==> src/rtl/serial_pkg.sv <==
// Shared types and constants for the serial frame transmitter.
// Holds the FSM state encoding, parity-mode values and a counter-width helper.
package serial_pkg;

  typedef enum logic [1:0] {
    ST_IDLE   = 2'd0,
    ST_SHIFT  = 2'd1,
    ST_PARITY = 2'd2,
    ST_GAP    = 2'd3
  } state_e;

  localparam int PAR_MODE_EVEN = 0;
  localparam int PAR_MODE_ODD  = 1;

  // Bits needed to count 0..max_count-1, never less than one bit.
  function automatic int cnt_width(input int max_count);
    return (max_count > 1) ? $clog2(max_count) : 1;
  endfunction

endpackage

==> src/rtl/serial_bit_timer.sv <==
// Bit-period prescaler: bit_tick is high in the last clock of each CLK_DIV-cycle bit.
// restart realigns the count so the next cycle begins a fresh bit period.
module serial_bit_timer
  import serial_pkg::*;
#(
  parameter int CLK_DIV = 1
) (
  input  logic clk,
  input  logic rst_n,
  input  logic restart,
  output logic bit_tick
);

  localparam int             CW   = cnt_width(CLK_DIV);
  localparam logic [CW-1:0]  LAST = CW'(CLK_DIV - 1);

  logic [CW-1:0] cnt_q, cnt_d;

  assign bit_tick = (cnt_q == LAST);

  always_comb begin
    if (restart || bit_tick) cnt_d = '0;
    else                     cnt_d = cnt_q + 1'b1;
  end

  // NOTE: sequential state uses non-blocking assignments so every flop samples pre-edge values.
  always_ff @(posedge clk or negedge rst_n) begin
    if (!rst_n) cnt_q <= '0;
    else        cnt_q <= cnt_d;
  end

endmodule

==> src/rtl/serial_frame_tx.sv <==
// Serial frame transmitter: shifts a WIDTH-bit word out with optional parity,
// then a one-bit-period gap; a one-entry holding register queues the next word.
module serial_frame_tx
  import serial_pkg::*;
#(
  parameter int WIDTH      = 4,
  parameter int MSB_FIRST  = 1,
  parameter int PARITY_EN  = 0,
  parameter int PARITY_ODD = 0,
  parameter int CLK_DIV    = 1
) (
  input  logic             clk,
  input  logic             rst_n,
  input  logic             start,
  input  logic [WIDTH-1:0] data,
  output logic             ready,
  output logic             tx_valid,
  output logic             tx_data,
  output logic             done
);

  localparam int            BW       = cnt_width(WIDTH);
  localparam logic [BW-1:0] LAST_BIT = BW'(WIDTH - 1);
  localparam logic          ODD      = (PARITY_ODD == PAR_MODE_ODD);

  state_e           state_q, state_d;
  logic [WIDTH-1:0] shift_q, shift_d;
  logic [WIDTH-1:0] hold_q, hold_d;
  logic             hold_full_q, hold_full_d;
  logic             par_q, par_d;
  logic             done_q, done_d;
  logic [BW-1:0]    bit_cnt_q, bit_cnt_d;
  logic             restart, bit_tick, accept, gap_end, line_bit;

  serial_bit_timer #(.CLK_DIV(CLK_DIV)) u_bit_timer (
    .clk      (clk),
    .rst_n    (rst_n),
    .restart  (restart),
    .bit_tick (bit_tick)
  );

  assign ready    = !hold_full_q;
  assign accept   = start && ready;
  assign gap_end  = (state_q == ST_GAP) && bit_tick;
  assign line_bit = (MSB_FIRST != 0) ? shift_q[WIDTH-1] : shift_q[0];

  // NOTE: every always_comb output gets a default first, so no path can infer a latch.
  always_comb begin
    state_d     = state_q;
    shift_d     = shift_q;
    hold_d      = hold_q;
    hold_full_d = hold_full_q;
    par_d       = par_q;
    bit_cnt_d   = bit_cnt_q;
    restart     = 1'b0;

    // While a frame is running, an accepted word waits in the holding register.
    if (accept && (state_q != ST_IDLE) && !gap_end) begin
      hold_d      = data;
      hold_full_d = 1'b1;
    end

    unique case (state_q)
      ST_IDLE: begin
        if (accept) begin
          shift_d   = data;
          par_d     = (^data) ^ ODD;
          bit_cnt_d = '0;
          restart   = 1'b1;
          state_d   = ST_SHIFT;
        end
      end
      ST_SHIFT: begin
        if (bit_tick) begin
          if (bit_cnt_q == LAST_BIT) begin
            state_d = (PARITY_EN != 0) ? ST_PARITY : ST_GAP;
          end else begin
            bit_cnt_d = bit_cnt_q + 1'b1;
            shift_d   = (MSB_FIRST != 0) ? (shift_q << 1) : (shift_q >> 1);
          end
        end
      end
      ST_PARITY: begin
        if (bit_tick) state_d = ST_GAP;
      end
      ST_GAP: begin
        if (bit_tick) begin
          if (hold_full_q) begin
            shift_d     = hold_q;
            par_d       = (^hold_q) ^ ODD;
            hold_full_d = 1'b0;
            bit_cnt_d   = '0;
            restart     = 1'b1;
            state_d     = ST_SHIFT;
          end else if (accept) begin
            // Request arriving in the final gap cycle goes straight to the shifter.
            shift_d   = data;
            par_d     = (^data) ^ ODD;
            bit_cnt_d = '0;
            restart   = 1'b1;
            state_d   = ST_SHIFT;
          end else begin
            state_d = ST_IDLE;
          end
        end
      end
    endcase

    done_d = (state_d == ST_GAP) && (state_q != ST_GAP);
  end

  always_ff @(posedge clk or negedge rst_n) begin
    if (!rst_n) begin
      state_q     <= ST_IDLE;
      shift_q     <= '0;
      hold_q      <= '0;
      hold_full_q <= 1'b0;
      par_q       <= 1'b0;
      done_q      <= 1'b0;
      bit_cnt_q   <= '0;
    end else begin
      state_q     <= state_d;
      shift_q     <= shift_d;
      hold_q      <= hold_d;
      hold_full_q <= hold_full_d;
      par_q       <= par_d;
      done_q      <= done_d;
      bit_cnt_q   <= bit_cnt_d;
    end
  end

  assign tx_valid = (state_q == ST_SHIFT) || (state_q == ST_PARITY);
  assign tx_data  = tx_valid && ((state_q == ST_PARITY) ? par_q : line_bit);
  assign done     = done_q;

endmodule

==> config.mk <==
export PLATFORM = sky130hd
export DESIGN_NAME = serial_frame_tx
export DESIGN_NICKNAME = d
export VERILOG_FILES = /design/src/rtl/serial_pkg.sv /design/src/rtl/serial_bit_timer.sv /design/src/rtl/serial_frame_tx.sv
export SDC_FILE = /design/constraint.sdc
export NUM_CORES = 1
export LEC_CHECK = 0
export CAP_MARGIN = 10
export CELL_PAD_IN_SITES_DETAIL_PLACEMENT = 1
export CELL_PAD_IN_SITES_GLOBAL_PLACEMENT = 2
export CORE_MARGIN = 10
export CORE_UTILIZATION = 40
export CTS_BUF_LIST = sky130_fd_sc_hd__clkbuf_8
export DETAILED_ROUTE_END_ITERATION = 10
export PLACE_DENSITY = 0.91
export SLEW_MARGIN = 15
export SYNTH_ARGS = -nofsm -noshare
export SYNTH_HDL_FRONTEND = slang
export SYNTH_SLANG_ARGS = --single-unit
export TNS_END_PERCENT = 1
==> constraint.sdc <==
create_clock -name clk -period 3.82 [get_ports clk]
set_input_delay 0.573 -clock clk [delete_from_list [all_inputs] [get_ports clk]]
set_output_delay 0.573 -clock clk [all_outputs]
set_load 0.005 [all_outputs]
==> impl_metrics.json <==
{
  "internal_power_uw": 549,
  "routed_length_per_placed_instance_um": 17.4,
  "number_of_antenna_violations_at_the_first_check_in_global_routing": 0,
  "postPlaceCellArea_um2": 1100,
  "timing.setup.critical_path_class": "reg2out",
  "htree_num_levels": 1,
  "worst_path_maximum_fanout": 7,
  "finalMaxSlewViolations": 0,
  "ys_seq_elements": 16,
  "effective_utilization_at_floorplan": 0.431,
  "ys_seq_area_frac": 0.412,
  "post-route-cell-area_um2": 1150,
  "grt_start_max_net_pins": 17,
  "drt_wl_total_um": 2320,
  "cts_tree": "built",
  "synth-async-reset-ratio": 1.00,
  "synth_ff_type": "dfrtp_1",
  "cts_repair_resize_count": 0,
  "synth_xor_area_frac": 0.0541,
  "compound_gate_fraction_of_synth_area": 0.241,
  "rows": 17,
  "dominant_combinational_cell_family_by_area_after_synthesis": "compound AO/OA/AOI/OAI gates",
  "power.sequential.fraction": 0.331,
  "dp.cells": 129,
  "fillCellCount": 254,
  "start_kind": "register",
  "crit_path_end_kind": "output port",
  "routabilityCongestion": 0.786,
  "finalNonFillerCells": 133,
  "power_frac_clock": 0.169,
  "layout.cells.most_common": "dfrtp_1",
  "vias_per_cell": 5.70,
  "detailedRoute.firstPassIterationCount": 4,
  "clock.fmax_mhz": 400,
  "synth_area_per_cell_um2": 10.6,
  "outcome": "complete, no violations",
  "grt_remaining_overflow": 0,
  "numCtsBuffers": 3,
  "buffer_ports.inserted": 10,
  "finalSetupViolations": 0,
  "total_net_switching_power_uw": 362,
  "first_pass_grt_wire_length_um": 4210,
  "ir_drop_mv": 0.358,
  "multiInputGateArea_um2": 538,
  "dp_slack_ns": 1.60,
  "synth_nets": 105,
  "max_cap_viol_count": 0,
  "power.density_cell_area_nw_per_um2": 789,
  "setup_total_negative_slack_ns": 0,
  "final_net_count": 119,
  "final_antenna_net_count": 0,
  "gate_count_after_technology_mapping": 92,
  "grt_pass1_vias": 863,
  "via_count": 758,
  "grt_setup_unrepaired": "false",
  "layout-drive-gt1-share": 0.124,
  "clk_path_buf_depth": 2,
  "num_antenna_cells": 0,
  "sw_frac_of_total": 0.397,
  "clkTransAtPathRegs_ns": 0.07,
  "final_cell_mix": "16 x dfrtp_1, 10 x clkdlybuf4s50_1, 7 x inv_1",
  "post_cts_buffers": 0,
  "detail_route.iter0.violations": 57,
  "fraction_of_the_cycle_the_final_worst_path_needs": 0.654,
  "grt.total_usage": 0.104,
  "clock-root-buffer": "clkbuf_8",
  "register_area_um2": 400,
  "crit_required_ns": 3.25,
  "finalWorstPathRequiredPeriod_ns": 2.50,
  "die_span_y_um": 69.3,
  "post-route-drc-count": 0,
  "slew_headroom": 0.492,
  "measured_slew_at_the_worst_slew_check_pin_ns": 0.760,
  "fp.coreArea_um2": 2250,
  "clock-skew-final_ns": 0.00399,
  "yosysUniqueCellTypes": 33,
  "die_area_um2": 4800,
  "ys.warnings.count": 0,
  "power.combinational.fraction": 0.500,
  "min-delay-path-class": "reg2reg",
  "num_io_pins": 11,
  "final_hpwl_from_detailed_placement_um": 1760,
  "finalWorstSetupSlack_ns": 1.32,
  "synthAdderAreaFrac": 0.0772,
  "clkSinkCount": 16,
  "number_of_enable_flip_flop_cells_after_synthesis": 0,
  "chipWidth_um": 69.3,
  "clk_latency_ns": 0.26,
  "finalHoldViolCount": 0,
  "yosys-mux-area-fraction": 0.0566,
  "syn_area_um2": 972,
  "yosys.area_share.simple": 0.121,
  "p_leak_nw": 0.501,
  "critPathArrivalTime_ns": 1.92,
  "cts_hold_buf": 0,
  "syn2layout_area_growth_pct": 18.8
}
==> critical path, stage by stage (launching register included) <==
cell,delay (ns)
dfrtp_1,0.48
inv_1,0.12
ha_1,0.30
mux2i_1,0.15
nor2b_1,0.11
clkdlybuf4s50_1,0.51
==> kinds of logic (layout without fill, tap and decap cells) <==
group                      Yosys count  in the layout
xor gates and xnor gates             6              6
other                                1              1
and+or+nand+nor                     21             21
AOI/OAI and AO/OA                   29             29
muxes                                5              5
buffers and inverters                8             21
DFF                                 16             16
adders and majority gates            6              6
==> power by group through the flow <==
stage / sequential (mW) / clock [mW] / combinational, mW
after floorplan: 0.286 / 0 / 0.331
after detailed placement: 0.305 / 0 / 0.452
after CTS: 0.302 / 0.158 / 0.460
after global routing: 0.316 / 0.168 / 0.509
final: 0.301 / 0.154 / 0.455
after global placement: 0.303 / 0 / 0.432
==> layer usage <==
metal | global-route usage | part of all wire | vias up
met4 | 0.0510 | 0.022 | 0
li1 | - | - | 361
met3 | 0.0271 | 0.044 | 7
met1 | 0.128 | 0.47 | 375
met2 | 0.160 | 0.46 | 15
met5 | 0 | 0 | -
==> cell usage after synthesis, types with 2 or more instances <==
cell / instances / area share
dfrtp_1: 16 / 0.41
inv_1: 7 / 0.027
ha_1: 6 / 0.077
a21oi_1: 5 / 0.026
nand2_1: 5 / 0.019
nor2_1: 5 / 0.019
mux2_2: 4 / 0.046
o22ai_1: 4 / 0.026
xnor2_1: 4 / 0.036
a222oi_1: 3 / 0.031
nor2b_1: 3 / 0.019
o21ai_0: 3 / 0.015
o2bb2ai_1: 3 / 0.027
a21o_1: 2 / 0.015
nand2b_1: 2 / 0.013
o21bai_2: 2 / 0.023
xor2_1: 2 / 0.018
==> final timing paths <==
| path | startpoint | slack (ns) | end | cells past startpoint |
|---|---|---|---|---|
| min in group asynchronous | rst_n | 0.76 | done | 1 |
| setup / recovery | state_q[0] | 1.32 | tx_data | 5 |
| hold reg to reg | shift_q[3] | 0.50 | shift_q[3] | 1 |
| max in group asynchronous | rst_n | 2.58 | hold_q[1] | 1 |
| setup reg to reg | state_q[1] | 1.86 | shift_q[2] | 6 |
| hold / removal | shift_q[3] | 0.50 | shift_q[3] | 1 |
==> registers in the layout, summed over array words and instances (netlist names) <==
register and flops:
hold_q 4, shift_q 4, bit_cnt_q 2, state_q 2, done 1, hold_full_q 1, par_q 1, u_bit_timer.cnt_q 1
==> cell type report <==
cell class	count	area share
inverters	7	0.0228
well taps	28	0.0303
clock buffers	4	0.0477
repair buffers	10	0.0867
multi-input cells	68	0.466
flip-flops and latches	16	0.347
==> through the flow <==
stage | total power, mW | hold slack (ns) | utilization
after floorplan | 0.617 | 0.277 | -
after global placement | 0.735 | 0.477 | 0.488
after detailed placement | 0.757 | 0.476 | 0.488
after CTS | 0.920 | 0.500 | 0.512
after global routing | 0.993 | 0.519 | 0.512
final | 0.911 | 0.497 | 0.512
No activity file was read; power rests on OpenSTA's default activity.
